===== config.mk =====
export PLATFORM = sky130hd
export DESIGN_NAME = boot_loader
export DESIGN_NICKNAME = d
export VERILOG_FILES = /design/src/rtl/boot_pkg.sv /design/src/rtl/boot_word_packer.sv /design/src/rtl/boot_loader.sv
export SDC_FILE = /design/constraint.sdc
export NUM_CORES = 1
export LEC_CHECK = 0
export CORE_UTILIZATION = 54
export DETAILED_ROUTE_END_ITERATION = 7
export HOLD_SLACK_MARGIN = 0.02
export PLACE_DENSITY_LB_ADDON = 0.3
export SLEW_MARGIN = 20
export SYNTH_ARGS = -nofsm -noshare
export SYNTH_HDL_FRONTEND = slang
export SYNTH_SLANG_ARGS = --single-unit

===== constraint.sdc =====
create_clock -name clk -period 3.59 [get_ports clk]
set_input_delay 0.718 -clock clk [delete_from_list [all_inputs] [get_ports clk]]
set_output_delay 0.718 -clock clk [all_outputs]
set_load 0.1 [all_outputs]

===== src/rtl/boot_pkg.sv =====
// Shared types and constants for the boot loader.
package boot_pkg;

    typedef enum logic [2:0] {
        IDLE,
        LEN_LO,
        LEN_HI,
        DATA,
        CHK,
        DONE,
        ERR
    } state_t;

    localparam logic [7:0] BOOT_SYNC_DEFAULT = 8'hA5;
    localparam int         BOOT_LEN_W        = 16;
    localparam int         BOOT_WORD_W       = 32;

endpackage


===== src/rtl/boot_word_packer.sv =====
// Packs four consecutive bytes into one little-endian 32-bit word.
// word_vld_o pulses for one cycle, the cycle after the fourth byte.
module boot_word_packer
    import boot_pkg::*;
(
    input  logic                   clk,
    input  logic                   rst,
    input  logic [7:0]             byte_i,
    input  logic                   byte_vld_i,
    input  logic                   clear_i,
    output logic [BOOT_WORD_W-1:0] word_o,
    output logic                   word_vld_o
);

    logic [1:0]             idx_q, idx_d;
    logic [BOOT_WORD_W-1:0] word_q, word_d;
    logic                   vld_q, vld_d;

    // Next-state: place the byte at its LE lane, flag completion on lane 3.
    always_comb begin
        idx_d  = idx_q;
        word_d = word_q;
        vld_d  = 1'b0;
        if (clear_i) begin
            idx_d = 2'd0;
        end else if (byte_vld_i) begin
            word_d[8*idx_q +: 8] = byte_i;
            idx_d                = idx_q + 2'd1;
            vld_d                = (idx_q == 2'd3);
        end
    end

    // Packer state registers.
    always_ff @(posedge clk or posedge rst) begin
        if (rst) begin
            idx_q  <= 2'd0;
            word_q <= '0;
            vld_q  <= 1'b0;
        end else begin
            idx_q  <= idx_d;
            word_q <= word_d;
            vld_q  <= vld_d;
        end
    end

    assign word_o     = word_q;
    assign word_vld_o = vld_q;

endmodule


===== src/rtl/boot_loader.sv =====
// Boot packet parser: pops bytes from the boot FIFO, writes LE words to
// imem from address 0 and releases the CPU once the packet is accepted.
// Optional trailing checksum byte enabled by `BOOT_LOADER_CHECKSUM_EN.
module boot_loader
    import boot_pkg::*;
#(
    parameter int         ADDR_WIDTH = 10,
    parameter int         MAX_WORDS  = 1024,
    parameter logic [7:0] SYNC_BYTE  = BOOT_SYNC_DEFAULT
) (
    input  logic                   clk,
    input  logic                   rst,
    input  logic                   fifo_empty,
    output logic                   fifo_rd_en,
    input  logic [7:0]             fifo_rd_data,
    output logic                   imem_we,
    output logic [ADDR_WIDTH-1:0]  imem_addr,
    output logic [BOOT_WORD_W-1:0] imem_wdata,
    output logic                   cpu_rst,
    output logic                   boot_done,
    output logic                   boot_err
);

    localparam logic [BOOT_LEN_W:0] MAX_W = (BOOT_LEN_W+1)'(MAX_WORDS);

    state_t                 state_q, state_d;
    logic                   byte_vld_q;
    logic [BOOT_LEN_W-1:0]  len_q, len_d;
    logic [BOOT_LEN_W-1:0]  cnt_q, cnt_d;
`ifdef BOOT_LOADER_CHECKSUM_EN
    logic [7:0]             sum_q, sum_d;
`endif

    logic                   pop_ok;
    logic                   pk_clear;
    logic                   pk_vld;
    logic [BOOT_WORD_W-1:0] pk_word;
    logic [BOOT_LEN_W-1:0]  len_full;
    logic                   len_bad;
    logic                   last_word;

    assign len_full  = {fifo_rd_data, len_q[7:0]};
    assign len_bad   = (len_full == '0) || ({1'b0, len_full} > MAX_W);
    assign last_word = (cnt_q == len_q - 16'd1);

    // Next-state / control: FSM only advances on a valid popped byte.
    always_comb begin
        state_d  = state_q;
        len_d    = len_q;
        cnt_d    = cnt_q;
        pk_clear = 1'b0;
        pop_ok   = 1'b0;
`ifdef BOOT_LOADER_CHECKSUM_EN
        sum_d    = sum_q;
`endif
        case (state_q)
            IDLE: begin
                pop_ok = 1'b1;
                if (byte_vld_q && fifo_rd_data == SYNC_BYTE) begin
                    state_d = LEN_LO;
`ifdef BOOT_LOADER_CHECKSUM_EN
                    sum_d   = 8'd0;
`endif
                end
            end
            LEN_LO: begin
                pop_ok = 1'b1;
                if (byte_vld_q) begin
                    len_d[7:0] = fifo_rd_data;
                    state_d    = LEN_HI;
`ifdef BOOT_LOADER_CHECKSUM_EN
                    sum_d      = sum_q + fifo_rd_data;
`endif
                end
            end
            LEN_HI: begin
                pop_ok = 1'b1;
                if (byte_vld_q) begin
                    len_d[15:8] = fifo_rd_data;
                    cnt_d       = '0;
                    pk_clear    = 1'b1;
                    state_d     = len_bad ? ERR : DATA;
`ifdef BOOT_LOADER_CHECKSUM_EN
                    sum_d       = sum_q + fifo_rd_data;
`endif
                end
            end
            DATA: begin
                // While the final word is being written, hold off: the next
                // FIFO byte does not belong to the payload.
                pop_ok = !(pk_vld && last_word);
                if (pk_vld) begin
                    cnt_d = cnt_q + 16'd1;
                    if (last_word) begin
`ifdef BOOT_LOADER_CHECKSUM_EN
                        state_d = CHK;
`else
                        state_d = DONE;
`endif
                    end
                end
`ifdef BOOT_LOADER_CHECKSUM_EN
                if (byte_vld_q) sum_d = sum_q + fifo_rd_data;
`endif
            end
`ifdef BOOT_LOADER_CHECKSUM_EN
            CHK: begin
                pop_ok = 1'b1;
                if (byte_vld_q) state_d = (fifo_rd_data == sum_q) ? DONE : ERR;
            end
`endif
            default: state_d = state_q;
        endcase
    end

    // State, counters and pop-in-flight tracking.
    always_ff @(posedge clk or posedge rst) begin
        if (rst) begin
            state_q    <= IDLE;
            byte_vld_q <= 1'b0;
            len_q      <= '0;
            cnt_q      <= '0;
`ifdef BOOT_LOADER_CHECKSUM_EN
            sum_q      <= 8'd0;
`endif
        end else begin
            state_q    <= state_d;
            byte_vld_q <= fifo_rd_en;
            len_q      <= len_d;
            cnt_q      <= cnt_d;
`ifdef BOOT_LOADER_CHECKSUM_EN
            sum_q      <= sum_d;
`endif
        end
    end

    boot_word_packer u_packer (
        .clk        (clk),
        .rst        (rst),
        .byte_i     (fifo_rd_data),
        .byte_vld_i (byte_vld_q && state_q == DATA),
        .clear_i    (pk_clear),
        .word_o     (pk_word),
        .word_vld_o (pk_vld)
    );

    assign fifo_rd_en = pop_ok && !fifo_empty && !byte_vld_q;
    assign imem_we    = pk_vld;
    assign imem_addr  = cnt_q[ADDR_WIDTH-1:0];
    assign imem_wdata = pk_word;
    assign boot_done  = (state_q == DONE);
    assign boot_err   = (state_q == ERR);
    assign cpu_rst    = (state_q != DONE);

endmodule


== Word-level counts from Yosys, hierarchy flattened ==
Index checks and enable logic that the tools add are counted.
Word-level totals
  output and inout bits: 47
  memories kept: 0
  bits in read-only memories: 0
  word-level logic and storage cells: 68
  input port bits: 11
  bits in latches: 0
  memory bits (writable): 0
  register bits: 71
Cells by class
  $mul: 0
  reductions and logical operators: 20
  div/mod/pow operators: 0
  shifts and indexed selects: 2
  magnitude comparators: 1
  bitwise logic cells: 1
  muxes and demuxes: 18
  equality and inequality tests: 14
  add/subtract/negate cells: 4
Operator list (number)
  $neg 5->34: 1
  $shift 8x34->32 const A: 1
  $shiftx 8x34->32: 1
  $bwmux 32: 1
  $mux 16: 2
  $pmux 16 s2: 1
  $mux 3: 6
  $add 16x1->16 const B: 1
  $eq 16x16->1: 1
  $gt 16x11->1 const B: 1
  $logic_not 16->1: 1
  $sub 16x1->16 const B: 1
  $pmux 3 s4: 1
  $eq 8x8->1 const B: 1
  $ne 2x2->1 const B: 4
  $eq 3x2->1 const B: 2
  $eq 3x3->1 const B: 2
  $reduce_and 2->1: 3
  $reduce_and 6->1: 1
  $logic_and 1x1->1: 5
  $mux 1: 4
  $mux 2: 2
  $reduce_bool 2->1: 2
  $reduce_bool 4->1: 1
  12 further kinds: 14

== Logic depth before layout (Yosys ltp) ==
  depth in word-level cells: 7
  depth in mapped cells: 9

== Cells and area by module ==
From an unflattened synthesis, not the netlist that was laid out.
Second synthesis, totals
  cell total of the unflattened synthesis: 402
  area total of the unflattened synthesis: 4032.6 sq um
By module, submodules not included
  boot_loader: area each 2278.4 sq um, instances 1, cells each 241
  boot_word_packer: area each 1754.2 sq um, instances 1, cells each 161

== Worst setup path before layout ==
Ideal clock, no wire load.
  path kind: register to output
  from: register len_q[0]
  to: output fifo_rd_en
  required time: 2.872 ns
  cell stages (with the launch flop): 10
  slack: -0.185 ns
  path buffers: 0
  arrival time: 3.057 ns
  cell sequence: dfrtp_1 > inv_1 > ha_1 > and2_1 > a211o_1 > nand2_1 > o21ai_0 > o211ai_1 > a2111oi_2 > a21oi_1
On the way
  word-level cells in the longest chain between the ends: 7
Ends and longest elaborated chain
  start, declared: RTL line boot_loader.sv:28  | logic [BOOT_LEN_W-1:0] len_q, len_d;
  start signal, assigned: RTL line boot_loader.sv:129  | len_q <= len_d;
  $sub 16x1->16: RTL line boot_loader.sv:44  | assign last_word = (cnt_q == len_q - 16'd1);
  $eq 16x16->1: RTL line boot_loader.sv:44
  $logic_and 1x1->1: RTL line boot_loader.sv:91  | pop_ok = !(pk_vld && last_word);
  $logic_not 1->1: RTL line boot_loader.sv:91
  $pmux 1 s2: RTL line boot_loader.sv:56  | case (state_q)
  $logic_and 1x1->1 (2 in a row): RTL line boot_loader.sv:147  | assign fifo_rd_en = pop_ok && !fifo_empty && !byte_vld_q;
  end, declared: RTL line boot_loader.sv:14  | output logic fifo_rd_en,
No other way between the ends.

== Final worst setup path ==
  from: register len_q[7]
  to: output fifo_rd_en
Same word-level chain as after synthesis.

==> parameters.txt <==
Parameter                              Value

STA
  Setup tns final ... 0 ns
  Layout Skew ... 0.0101 ns
  Tightest Pin Transition ... 0.991 ns
  Maximum achievable frequency ... 287 MHz
  Number of max-slew violations in the final report ... 0
  Minimum clock period after layout ... 3.49 ns
  Hold violation count in the final report ... 0
  Worst slew slack as a fraction of its limit ... 0.337
  Unrepaired setup endpoints after global routing ... false
  Period utilization ... 0.971
  Final setup violating endpoints ... 0

Floorplanning
  Core Box Area ... 6790 sq um
  Overall die area ... 7400 sq um
  Top-Level Pins ... 58
  Starting Density ... 0.561
  Cell Rows ... 30
  Width of the die ... 86.0 microns
  Height of the chip ... 86.0 microns

Setup path
  Startpoint-to-endpoint class of the critical path ... register to primary output
  Critical path launch point type ... register
  Data arrival at the endpoint of the critical path ... 2.77 ns
  Required time reported for the critical path endpoint ... 2.87 ns
  Highest net fanout along the worst path ... 7
  Endpoint class of the critical path ... primary output

CTS
  Root Driver ... sky130_fd_sc_hd__clkbuf_8
  Register clock-pin slew on the reported worst setup and hold paths ... 0.08 ns
  Number of buffers created by CTS ... 9
  Clock latency on the worst-skew pair ... 0.35 ns
  Clock tree buffer depth ... 2
  H-tree level count ... 3
  Number of clock sinks ... 71
  Clock tree from TritonCTS ... done
  Quantity of hold-fixing buffers added after cts ... 0

GRT
  Overall global routing resource usage ... 0.261
  Number of antenna violations at the first check in global routing ... 0
  Residual overflow from global routing ... 0
  Number of global-route vias before repair ... 2959
  Global-route wire length before repair ... 14.7 mm
  Maximum number of pins on one net before global-route repair ... 42

Synthesis
  Dominant cell type by area after synthesis ... sky130_fd_sc_hd__dfrtp_1
  Number of enable flip-flop cells after synthesis ... 0
  Top FF cell, synth ... sky130_fd_sc_hd__dfrtp_1
  Sequential area share after synthesis ... 0.466
  Count of warnings emitted by yosys ... 0
  Post-synthesis sequential element count ... 71
  Cell Area, Synth ... 3810 sq um
  Post-synthesis average cell area ... 9.32 sq um
  Top cells by area in the synthesized netlist ... sky130_fd_sc_hd__dfrtp_1 (47%), sky130_fd_sc_hd__nand2_1 (8.7%), sky130_fd_sc_hd__o21ai_0 (5.3%)
  Cells after Synth ... 409
  Proportion of netlist area held by the largest area contributor ... 0.466
  Post-synth cell types ... 47
  Share of synthesized registers carrying an async set or reset ... 1.00
  Syn_nets ... 429

Placed design
  PortBufs ... 57
  Global placement routability congestion ... 0.928
  HPWL after detailed placement ... 6.30 mm

Layout
  Fin nets ... 479
  Signed area change from the synthesized netlist to the final layout ... 23.1%
  Share of post-route cells with drive strength above 1 ... 0.156
  Antenna fix cells ... 0
  Number of inserted filler cells in the final layout ... 521

Job
  Max-Cap Viols ... 0

Outcome
  Status ... completed

Detailed routing
  Total via count in the routed design ... 3114
  Remaining antenna violation count after routing ... 0
  DRC marker count from the first detailed-route iteration ... 240
  Routed wire length ... 9.10 mm
  Length of the first detailed-routing pass in iterations ... 4
  Routed WL per cell ... 16.3 microns
  Vias/cell ... 5.57
  Total DRC errors in the routed layout ... 0

Hold path
  Path type of the worst min-delay path ... register to register
[cell usage after synthesis, types with 7 or more instances]
| cell | n |
|---|---|
| sky130_fd_sc_hd__nand2_1 | 88 |
| sky130_fd_sc_hd__dfrtp_1 | 71 |
| sky130_fd_sc_hd__o21ai_0 | 40 |
| sky130_fd_sc_hd__nor2_1 | 20 |
| sky130_fd_sc_hd__xnor2_1 | 17 |
| sky130_fd_sc_hd__mux2_2 | 16 |
| sky130_fd_sc_hd__clkbuf_1 | 14 |
| sky130_fd_sc_hd__a21oi_1 | 13 |
| sky130_fd_sc_hd__buf_4 | 11 |
| sky130_fd_sc_hd__xor2_1 | 11 |
| sky130_fd_sc_hd__inv_1 | 10 |
| sky130_fd_sc_hd__ha_1 | 9 |
| sky130_fd_sc_hd__nor3_1 | 9 |
| sky130_fd_sc_hd__nor3b_1 | 7 |
| sky130_fd_sc_hd__or3_1 | 7 |
[metal layers]
layer / up-vias / share of wire / wire (microns) / track usage
li1: 1498 / - / - / -
met4: 0 / 0.020 / 180 / 0.106
met5: - / 0 / 0 / 0
met3: 18 / 0.051 / 464 / 0.0529
met1: 1497 / 0.44 / 3970 / 0.346
met2: 101 / 0.49 / 4480 / 0.421
[critical path, cell delays in order (launching register included)]
cell and delay, ns:
sky130_fd_sc_hd__dfrtp_1 0.46, sky130_fd_sc_hd__or3_4 0.43, sky130_fd_sc_hd__o22a_1 0.24, sky130_fd_sc_hd__nor4_2 0.28, sky130_fd_sc_hd__o211ai_1 0.18, sky130_fd_sc_hd__a2111oi_4 0.39
sky130_fd_sc_hd__buf_4 0.19, sky130_fd_sc_hd__a21oi_2 0.08, sky130_fd_sc_hd__buf_12 0.17
[stage by stage]
step,hold slack (ns),cell area (sq um),instances,worst slack [ns],utilization
finish,0.485,4690,559,0.104,0.691
global route,0.512,4690,559,0.0129,0.691
CTS,0.488,4620,556,0.0176,0.680
detailed placement,0.470,4410,541,0.333,0.649
global placement,0.461,4410,541,0.472,0.649
floorplan,0.502,3820,409,0.0667,-
[repair_timing]
action / in CTS / in global routing
hold endpoints to repair: 0 / 0
pin swaps: 1 / 3
gates resized for setup: 3 / 12
setup buffers: 0 / 3
endpoints found under the setup margin: 1 / 1
[kinds of logic after synthesis]
group | after synthesis | share of synthesized area
and+or+nand+nor | 172 | 0.224
AOI/OAI and AO/OA | 76 | 0.117
DFF | 71 | 0.466
buffers and inverters | 37 | 0.0512
xor gates and xnor gates | 28 | 0.0643
muxes | 16 | 0.0473
adders and majority gates | 9 | 0.0295
[worst paths after layout]
check                                          from                  end  slack [ns]  cells after the start
max in group asynchronous                       rst             len_q[2]        2.12                      3
worst min-delay path            u_packer.word_o[27]  u_packer.word_o[27]        0.49                      2
worst max register to register             len_q[7]           state_q[2]        1.14                      8
worst max-delay path                       len_q[7]           fifo_rd_en        0.10                      8
worst min register to register  u_packer.word_o[27]  u_packer.word_o[27]        0.49                      2
min in group asynchronous                       rst   u_packer.word_o[9]        0.79                      2
[registers in the layout (all words and copies together) (netlist names)]
| register | cells |
|---|---|
| cnt_q | 16 |
| len_q | 16 |
| u_packer.word_vld_o | 1 |
| byte_vld_q | 1 |
| u_packer.word_o | 32 |
| u_packer.idx_q | 2 |
| state_q | 3 |
[layout by cell type, fill, tap and decap left out, types with 3 or more instances in the layout]
cell type | synthesis | layout
sky130_fd_sc_hd__buf_12 | 0 | 3
sky130_fd_sc_hd__a31oi_1 | 3 | 3
sky130_fd_sc_hd__a21oi_1 | 13 | 10
sky130_fd_sc_hd__a21oi_2 | 0 | 3
sky130_fd_sc_hd__xnor2_1 | 17 | 16
sky130_fd_sc_hd__inv_1 | 10 | 9
sky130_fd_sc_hd__xor2_1 | 11 | 11
sky130_fd_sc_hd__o21ai_1 | 6 | 6
sky130_fd_sc_hd__clkdlybuf4s50_1 | 0 | 48
sky130_fd_sc_hd__nand3_1 | 6 | 6
sky130_fd_sc_hd__dfrtp_2 | 0 | 5
sky130_fd_sc_hd__nor3b_1 | 7 | 7
sky130_fd_sc_hd__o21ai_0 | 40 | 40
sky130_fd_sc_hd__clkbuf_8 | 0 | 9
sky130_fd_sc_hd__mux2_2 | 16 | 16
sky130_fd_sc_hd__ha_1 | 9 | 8
sky130_fd_sc_hd__nand4_1 | 6 | 6
sky130_fd_sc_hd__and4_1 | 3 | 3
sky130_fd_sc_hd__and3_1 | 6 | 6
sky130_fd_sc_hd__or3_1 | 7 | 7
sky130_fd_sc_hd__dfrtp_1 | 71 | 66
sky130_fd_sc_hd__and2_1 | 3 | 3
sky130_fd_sc_hd__nor4b_1 | 4 | 4
sky130_fd_sc_hd__nor3_1 | 9 | 8
sky130_fd_sc_hd__nor2_1 | 20 | 19
sky130_fd_sc_hd__buf_4 | 11 | 14
sky130_fd_sc_hd__nand2_1 | 88 | 87
[cell type report]
type,instances,area (sq um),area share
Clock inverter,5,60.1,0.0128
Timing Repair Buffer,66,657,0.140
Multi-Input combinational cell,301,1910,0.407
Sequential cell,71,1780,0.380
Clock buffer,10,128,0.0272
Tap cell,96,120,0.0256
Inverter,10,37.5,0.00800
Power is left out: the tool's default activity adds up to more than one toggle a clock period on the data nets, which glitch-free logic cannot reach.
